## src/rtl/layer_sequencer.sv

```systemverilog
// layer_sequencer
//   Handshaked sequencer for the layer pipeline of the neural net. Each layer
//   is launched with a one-hot enable plus a one-cycle strobe. The sequencer
//   moves to the next layer only when the active layer reports completion.
//
//   Optional build macro: LAYER_TIMEOUT_EN
//     defined   - a per-layer watchdog ends the pass on a stalled layer and
//                 sets the sticky timeout flag.
//     undefined - no watchdog. RUN waits indefinitely and timeout is always 0.
//
//   Ports
//     clk          system clock, rising edge
//     rst          synchronous active-high reset
//     start        request a full pass (honoured only when idle)
//     abort        cancel the pass from any state
//     layer_done   per-layer completion pulse; only bit cur_layer is used
//     layer_en     one-hot enable of the active layer
//     layer_start  one-cycle strobe on the first cycle of each layer_en value
//     cur_layer    index of the active layer
//     busy         pass in progress
//     done         one-cycle pulse at the end of a pass
//     timeout      sticky watchdog flag, cleared by rst or an accepted start
//
//   state  | meaning
//   IDLE   | waiting for start
//   LAUNCH | one cycle: reset watchdog, strobe the current layer
//   RUN    | waiting for layer_done[cur_layer] or watchdog expiry
//   FIN    | one cycle: end-of-pass, done pulse
module layer_sequencer #(
  parameter int LAYER_NO   = 4,
  parameter int MAX_CYCLES = 10,
  localparam int IDX_W     = $clog2(LAYER_NO)
) (
  input  logic                clk,
  input  logic                rst,
  input  logic                start,
  input  logic                abort,
  input  logic [LAYER_NO-1:0] layer_done,
  output logic [LAYER_NO-1:0] layer_en,
  output logic                layer_start,
  output logic [IDX_W-1:0]    cur_layer,
  output logic                busy,
  output logic                done,
  output logic                timeout
);

  if (LAYER_NO < 2 || MAX_CYCLES < 2) begin : g_bad_params
    $error("layer_sequencer: LAYER_NO and MAX_CYCLES must both be at least 2");
  end

  typedef enum logic [1:0] {S_IDLE, S_LAUNCH, S_RUN, S_FIN} state_e;

  state_e               state_q, state_d;
  logic [IDX_W-1:0]     idx_q, idx_d;
  logic                 tmo_pend_q, tmo_pend_d;
  logic [LAYER_NO-1:0]  layer_en_q, layer_en_d;
  logic                 layer_start_q, layer_start_d;
  logic [IDX_W-1:0]     cur_layer_q, cur_layer_d;
  logic                 busy_q, busy_d;
  logic                 done_q, done_d;
  logic                 timeout_q, timeout_d;

  logic hit;
  logic last;
  logic expire;
  logic kill;
  logic accept;

  assign hit    = layer_done[idx_q];
  assign last   = (idx_q == IDX_W'(LAYER_NO - 1));
  assign kill   = abort && (state_q != S_IDLE);
  assign accept = (state_q == S_IDLE) && start && !abort;

`ifdef LAYER_TIMEOUT_EN
  localparam int CNT_W = $clog2(MAX_CYCLES);

  logic [CNT_W-1:0] wd_cnt_q, wd_cnt_d;

  // Cleared outside RUN so the first RUN cycle sees zero; saturates at the
  // terminal value rather than wrapping.
  always_comb begin
    wd_cnt_d = wd_cnt_q;
    if (state_q != S_RUN) begin
      wd_cnt_d = '0;
    end else if (wd_cnt_q != CNT_W'(MAX_CYCLES - 1)) begin
      wd_cnt_d = wd_cnt_q + CNT_W'(1);
    end
  end

  always_ff @(posedge clk) begin
    if (rst) wd_cnt_q <= '0;
    else     wd_cnt_q <= wd_cnt_d;
  end

  assign expire = (state_q == S_RUN) && (wd_cnt_q == CNT_W'(MAX_CYCLES - 1));
`else
  assign expire = 1'b0;
`endif

  // Next-state logic. Completion is tested before expiry so it wins a tie.
  always_comb begin
    state_d    = state_q;
    idx_d      = idx_q;
    tmo_pend_d = 1'b0;
    unique case (state_q)
      S_IDLE: begin
        if (accept) begin
          state_d = S_LAUNCH;
          idx_d   = '0;
        end
      end
      S_LAUNCH: state_d = S_RUN;
      S_RUN: begin
        if (hit) begin
          if (last) begin
            state_d = S_FIN;
          end else begin
            idx_d   = idx_q + IDX_W'(1);
            state_d = S_LAUNCH;
          end
        end else if (expire) begin
          tmo_pend_d = 1'b1;
          state_d    = S_FIN;
        end
      end
      S_FIN: begin
        state_d = S_IDLE;
        idx_d   = '0;
      end
      default: state_d = S_IDLE;
    endcase
    if (kill) begin
      state_d    = S_IDLE;
      idx_d      = '0;
      tmo_pend_d = 1'b0;
    end
  end

  // Output registers carry the image of the current state, so every output
  // trails the state register by one cycle. The one exception is abort,
  // which clears the outputs on the same edge that returns the FSM to IDLE.
  // The timeout flag travels through tmo_pend so that it rises together with
  // the done pulse.
  always_comb begin
    layer_en_d    = '0;
    layer_start_d = 1'b0;
    cur_layer_d   = '0;
    busy_d        = 1'b0;
    done_d        = 1'b0;
    timeout_d     = timeout_q;
    unique case (state_q)
      S_IDLE: begin
        if (accept) timeout_d = 1'b0;
      end
      S_LAUNCH: begin
        layer_en_d    = LAYER_NO'(1) << idx_q;
        layer_start_d = 1'b1;
        cur_layer_d   = idx_q;
        busy_d        = 1'b1;
      end
      S_RUN: begin
        layer_en_d  = LAYER_NO'(1) << idx_q;
        cur_layer_d = idx_q;
        busy_d      = 1'b1;
      end
      S_FIN: begin
        cur_layer_d = idx_q;
        busy_d      = 1'b1;
        done_d      = 1'b1;
        if (tmo_pend_q) timeout_d = 1'b1;
      end
      default: ;
    endcase
    if (kill) begin
      layer_en_d    = '0;
      layer_start_d = 1'b0;
      cur_layer_d   = '0;
      busy_d        = 1'b0;
      done_d        = 1'b0;
      timeout_d     = timeout_q;
    end
  end

  always_ff @(posedge clk) begin
    if (rst) begin
      state_q       <= S_IDLE;
      idx_q         <= '0;
      tmo_pend_q    <= 1'b0;
      layer_en_q    <= '0;
      layer_start_q <= 1'b0;
      cur_layer_q   <= '0;
      busy_q        <= 1'b0;
      done_q        <= 1'b0;
      timeout_q     <= 1'b0;
    end else begin
      state_q       <= state_d;
      idx_q         <= idx_d;
      tmo_pend_q    <= tmo_pend_d;
      layer_en_q    <= layer_en_d;
      layer_start_q <= layer_start_d;
      cur_layer_q   <= cur_layer_d;
      busy_q        <= busy_d;
      done_q        <= done_d;
      timeout_q     <= timeout_d;
    end
  end

  assign layer_en    = layer_en_q;
  assign layer_start = layer_start_q;
  assign cur_layer   = cur_layer_q;
  assign busy        = busy_q;
  assign done        = done_q;
  assign timeout     = timeout_q;

endmodule
```

## config.mk

```make
export PLATFORM = sky130hd
export DESIGN_NAME = layer_sequencer
export DESIGN_NICKNAME = d
export VERILOG_FILES = /design/src/rtl/layer_sequencer.sv
export SDC_FILE = /design/constraint.sdc
export NUM_CORES = 1
export LEC_CHECK = 0
export CAP_MARGIN = 20
export CORE_MARGIN = 2
export CORE_UTILIZATION = 35
export DETAILED_ROUTE_END_ITERATION = 10
export DONT_BUFFER_PORTS = 1
export PLACE_DENSITY = 0.55
export SYNTH_ARGS = -nofsm -noshare
export SYNTH_HDL_FRONTEND = slang
export SYNTH_SLANG_ARGS = --single-unit
```

## constraint.sdc

```tcl
create_clock -name clk -period 1.5 [get_ports clk]
set_input_delay 0.075 -clock clk [delete_from_list [all_inputs] [get_ports clk]]
set_output_delay 0.075 -clock clk [all_outputs]
set_load 0.01 [all_outputs]
```

==> reports/results.txt, run 1 <==
outcome: finished, final reports clean
post-synthesis compound-gate area fraction: 0.08980
clk root buf: clkbuf_4
total power: 1.047 mW
Main synth FF type: dfxtp_1
Nets: 85
DP Wirelength: 764.2 microns
row count: 15
Synth Net Count: 72
P&R area growth vs syn: 20.00%
final period utilization: 0.9415
Initial Utilization: 0.3630
worst min path class: in -> reg
Worst Hold Depth: 3
crit path DAT: 1.58 ns
Mapped Area: 613.1 sq um
met3 Track Usage GR: 0.02381
WL per Instance: 12.03 microns
GRT busiest layer: met1
grt total ovfl: 0
clock buffer count from CTS: 3
largest net degree at the start of global routing: 10
Worst Setup SP: state_q[1]$_SDFFE_PP0P_
Final Max Slew Viols: 0
# setup viols final: 0
clock share of power: 0.204
clk sink count: 13
xor/xnor share of the synthesized area: 0
CP startpoint kind: flop
Ys Warns: 0
switching fraction of total power: 0.3373
simple-gate share of the synthesized area: 0.2224
Antenna Cells: 0
Mapped Avg Cell Area: 10.57 sq um
FMAX: 0.7081 GHz
maximum vdd drop: 0.0004108 V
power per cell area: 1424 nW/um^2
minimum clock period: 1.412 ns
async set-or-reset flop fraction in the synthesized netlist: 0
grt met2 use: 0.1444
top cells by area, synth: dfxtp_1, ha_1, mux2i_1
total track usage: 0.1100
combinational power share: 0.394
setup TNS: 0 ns
Seq cells post-synth: 13
max_cap viols: 0
die area: 2103 sq um
drt drc: 0
CTS tree: built
worst flop-to-flop path startpoint: state_q[1]$_SDFFE_PP0P_
crit path max fanout: 4
sequential power share: 0.402
core box area: 1689 sq um
worst skew pair latency: 0.27 ns
Required @ worst endpoint: 1.66 ns
Post-CTS Setup Repair Bufs: 0
Detail Route Antenna Nets: 0
Die H: 45.86 microns
initial DRC count: 13
met1 usage: 0.1513
H-tree depth: 1
Crit Path Class: reg -> reg
share of layout cells above drive strength 1: 0.3429
vias in the first global route: 370
post-synthesis cell type count: 26
nature of the critical path endpoint: flop
Hold Path Origin: rst
GPL Wtd Cong: 0.7443
R2R depth: 6
RSZ-0062 raised after global routing: no
switching pwr: 0.3533 mW
drt pass-1 iters: 4
first-pass GRT wire length: 1.580 mm
FF-to-FF setup slack: 0.09 ns
Via density: 4.943
Finished Cell Area: 735.7 sq um
Post-synth EDFFs: 0
post-synthesis cell count: 58
Total Wirelength: 1.047 mm
skew final: 0.002519 ns
initial antenna violation count: 0
Post-Synth Adder-Cell Area: 0.1224
Synth top area share: 0.4245
Leak Pwr: 0.3146 nW
placed cell area: 675.6 sq um
Int Pwr: 0.6941 mW
sequential area share after synthesis: 0.4245
area leader, netlist: dfxtp_1
clock tree buffer depth: 2
Hold Violations, Final: 0
number of port buffers: 0
Vias: 430
Clock Pin Slew Worst Setup and Hold Paths: 0.07 ns
multiplexer share of the synthesized area: 0.07347
combinational family with the most area after synthesis: simple AND/OR/NAND/NOR gates
Ports: 18
Die W: 45.86 microns
[stage by stage]
stage	utilization	hold slack (ns)	std cells	worst slack, ns
3_5_place_dp	0.4000	0.1759	81	0.05813
5_1_grt	0.4356	0.009001	87	0.001842
4_1_cts	0.4274	0.04634	87	0.002688
6_report	0.4356	0.02062	87	0.08777
3_3_place_gp	0.4000	0.1716	81	0.02190
2_1_floorplan	-	0.1609	58	0.07459
[logic make-up (layout without fill, tap and decap cells)]
group | after synthesis | after routing
compound gates | 5 | 5
fa+ha+maj | 6 | 6
buf+inv | 7 | 19
flops | 13 | 13
mux | 4 | 4
other cells | 1 | 1
simple gates | 22 | 22
[worst paths after layout]
path | to
min | state_q[0]$_SDFFE_PP0P_
min reg2reg | state_q[0]$_SDFFE_PP0P_
max reg2reg | idx_q[0]$_SDFFE_PP0P_
max | idx_q[0]$_SDFFE_PP0P_
[worst max-delay path, cell delays in order (launching register included)]
cell and delay [ns]:
dfxtp_2 0.34, inv_1 0.09, ha_2 0.19, buf_4 0.14, o21ai_4 0.07, nand4_1 0.16, mux2_4 0.31
[placed cells by master, fill, tap and decap left out, types with 2 or more instances in the layout]
cell type	instances
dfxtp_1	12
buf_4	8
nand3_1	4
ha_1	4
inv_1	3
nand2_1	3
mux2i_1	3
and2_1	3
clkbuf_4	3
inv_2	2
nor3_1	2
and2_2	2
nor3b_1	2
ha_2	2
dlygate4sd3_1	2
[state kept, by name, indices dropped and copies added, names as in the netlist]
name and cells:
idx_q 2, busy 1, layer_en 4, done 1
state_q 2, layer_start 1, cur_layer 2
[area by class of cell]
class / count / area (sq um)
Fill cell: 164 / 953.4
Multi-Input combinational cell: 38 / 327.8
Sequential cell: 13 / 261.5
Timing Repair Buffer: 10 / 80.08
Clock buffer: 4 / 26.28
Tap cell: 17 / 21.27
Inverter: 5 / 18.77
[synth_stat cells (2+ instances only)]
| cell | n |
|---|---|
| and2_1 | 3 |
| and2_2 | 2 |
| dfxtp_1 | 13 |
| ha_1 | 6 |
| inv_1 | 4 |
| mux2i_1 | 3 |
| nand2_1 | 3 |
| nand3_1 | 4 |
| nor3_1 | 2 |
| nor3b_1 | 2 |
[metal layers]
metal	wire length [microns]	vias to the layer above
met3	42	2
met5	0	-
met2	443	14
li1	-	224
met4	17	0
met1	543	190
[power by group through the flow]
stage	registers [mW]	logic [mW]	clock network (mW)
finish	0.421	0.413	0.214
detailed placement	0.427	0.389	0
CTS	0.418	0.400	0.223
floorplan	0.426	0.253	0
global route	0.427	0.465	0.242
global placement	0.425	0.392	0
[repair_timing]
item,4_1_cts,5_1_grt
resized for setup,0,5
hold buffers,2,0
hold endpoints to repair,1,0
setup endpoints to repair,0,6
Note: power is estimated with default switching activity, not from simulation.
==> run 2: changes to the inputs <==
--- a/config.mk
+++ b/config.mk
@@ -15,2 +15,3 @@
 export SYNTH_HDL_FRONTEND = slang
 export SYNTH_SLANG_ARGS = --single-unit
+export TNS_END_PERCENT = 100
==> constraint.sdc (replaced) <==
create_clock -name clk -period 1.5 [get_ports clk]
set_input_delay 0.225 -clock clk [delete_from_list [all_inputs] [get_ports clk]]
set_output_delay 0.225 -clock clk [all_outputs]
set_load 0.01 [all_outputs]
==> run 2 against run 1 <==
Effect of this change: die area unchanged; setup slack about the same; critical path type unchanged; register-to-register slack about the same.
==> reports/results.txt, run 2 (synthesis gave the netlist of run 1 again) <==
skew final: 0.003514 ns (+0.0009953 ns)
maximum vdd drop: 0.0004104 V (about the same)
sequential power share: 0.403 (about the same)
Clock Pin Slew Worst Setup and Hold Paths: 0.07 ns (about the same)
commonest non-fill, non-tap cells in the layout: dfxtp_1, buf_4, nand3_1, ha_1
worst skew pair latency: 0.27 ns (about the same)
Die W: 45.86 microns (unchanged)
nature of the critical path endpoint: flop
clock tree buffer depth: 2 (unchanged)
fillers: 166 (+1.2%)
grt met2 use: 0.1389 (-0.005556)
PostCTS Resize Cnt: 0 (unchanged)
Detail Route Antenna Nets: 0 (unchanged)
Leak Pwr: 0.3062 nW (-2.7%)
Final Non-Filler Cells: 85 (-2.3%)
initial DRC count: 13 (unchanged)
minimum clock period: 1.412 ns (-0.00006220 ns)
Nets: 83 (-2.4%)
P&R area growth vs syn: 16.73%
vias in the first global route: 355 (-4.1%)
max_cap viols: 0 (unchanged)
combinational power share: 0.392 (-0.002)
Ports: 18 (unchanged)
first-pass GRT wire length: 1.552 mm (-1.8%)
switching fraction of total power: 0.3385 (+0.001185)
Final Max Slew Viols: 0 (unchanged)
Hold Violations, Final: 0 (unchanged)
met3 Track Usage GR: 0.02381 (unchanged)
crit-path max cell delay: 0.34 ns (about the same)
total power: 1.044 mW (-0.30%)
met1 usage: 0.1513 (unchanged)
Post-Place Cells: 81 (unchanged)
DP Wirelength: 764.2 microns (unchanged)
placed cell area: 675.6 sq um (unchanged)
initial antenna violation count: 0 (unchanged)
Initial Utilization: 0.3630 (unchanged)
Via density: 5.000 (+1.2%)
die area: 2103 sq um (unchanged)
GRT busiest layer: met1
worst-path cell with the longest stage delay: dfxtp_2
hold_buf cts: 0 (-2)
# setup viols final: 0 (unchanged)
power per cell area: 1459 nW/um^2 (+2.5%)
drt drc: 0 (unchanged)
grt total ovfl: 0 (unchanged)
FMAX: 0.7081 GHz (about the same)
Vias: 425 (-1.2%)
drt pass-1 iters: 4 (unchanged)
switching pwr: 0.3535 mW (about the same)
outcome: finished, final reports clean
total track usage: 0.1084 (-0.001606)
Total Wirelength: 1.026 mm (-2.0%)
H-tree depth: 1 (unchanged)
Hold Path Origin: rst
worst flop-to-flop path startpoint: state_q[1]$_SDFFE_PP0P_
crit path max fanout: 4 (unchanged)
row count: 15 (unchanged)
WL per Instance: 12.07 microns (+0.30%)
clk root buf: clkbuf_4
final period utilization: 0.9414 (about the same)
clk sink count: 13 (unchanged)
Post-CTS Setup Repair Bufs: 0 (unchanged)
Worst Setup SP: state_q[1]$_SDFFE_PP0P_
sequence of cells on the critical path: inv_1 > ha_2 > buf_4 > o21ai_4 > nand4_1 > mux2_4
crit path DAT: 1.58 ns (about the same)
core box area: 1689 sq um (unchanged)
Die H: 45.86 microns (unchanged)
clock share of power: 0.205 (about the same)
worst min path class: in -> reg
Antenna Cells: 0 (unchanged)
CP startpoint kind: flop
RSZ-0062 raised after global routing: no
Largest register FFs: 4 (unchanged)
Crit path buffers/inverters: 2 (unchanged)
share of layout cells above drive strength 1: 0.3529 (+0.01008)
GPL Wtd Cong: 0.7443 (unchanged)
CTS tree: built
Finished Cell Area: 715.7 sq um (-2.7%)
Required @ worst endpoint: 1.66 ns (about the same)
Int Pwr: 0.6908 mW (-0.48%)
largest net degree at the start of global routing: 10 (unchanged)
WHS: 0.03579 ns (+0.01517 ns)
CP delay by family, top: flip-flops
commonest non-fill, non-tap cell in the layout: dfxtp_1
clock buffer count from CTS: 3 (unchanged)
number of port buffers: 0 (unchanged)
setup TNS: 0 ns (unchanged)
Crit Path Class: reg -> reg
==> run 2: cell type report <==
| cell class | instances | area, sq um | share of cell area |
|---|---|---|---|
| Clock buffer | 4 | 26.28 | 0.03671 |
| Inverter | 5 | 18.77 | 0.02622 |
| Sequential cell | 13 | 261.5 | 0.3654 |
| Tap cell | 17 | 21.27 | 0.02972 |
| Timing Repair Buffer | 8 | 60.06 | 0.08392 |
| Multi-Input combinational cell | 38 | 327.8 | 0.4580 |
==> run 2: final timing paths <==
kind,slack [ns],end,cells after the start
setup / recovery,0.09,idx_q[0]$_SDFFE_PP0P_,6
hold / removal,0.04,busy$_SDFF_PP0_,1
hold reg to reg,0.55,state_q[0]$_SDFFE_PP0P_,2
setup reg to reg,0.09,idx_q[0]$_SDFFE_PP0P_,6
==> run 2: power groups by stage <==
| stage | Combinational (mW) | Sequential [mW] | Clock [mW] |
|---|---|---|---|
| CTS | 0.396 | 0.418 | 0.223 |
| global route | 0.461 | 0.427 | 0.242 |
| global placement | 0.392 | 0.425 | 0 |
| floorplan | 0.253 | 0.426 | 0 |
| finish | 0.409 | 0.421 | 0.215 |
| detailed placement | 0.389 | 0.427 | 0 |
==> run 2: layer usage <==
layer / wire length (microns) / up-vias
met5: 0 / -
met4: 17 / 0
met3: 51 / 2
met2: 439 / 14
met1: 518 / 190
li1: - / 219
==> run 2: stage by stage <==
stage,utilization,worst slack [ns]
after floorplan,-,0.07459
after global placement,0.4000,0.02190
after detailed placement,0.4000,0.05813
after CTS,0.4156,0.002685
after global routing,0.4237,0.001842
final,0.4237,0.08783
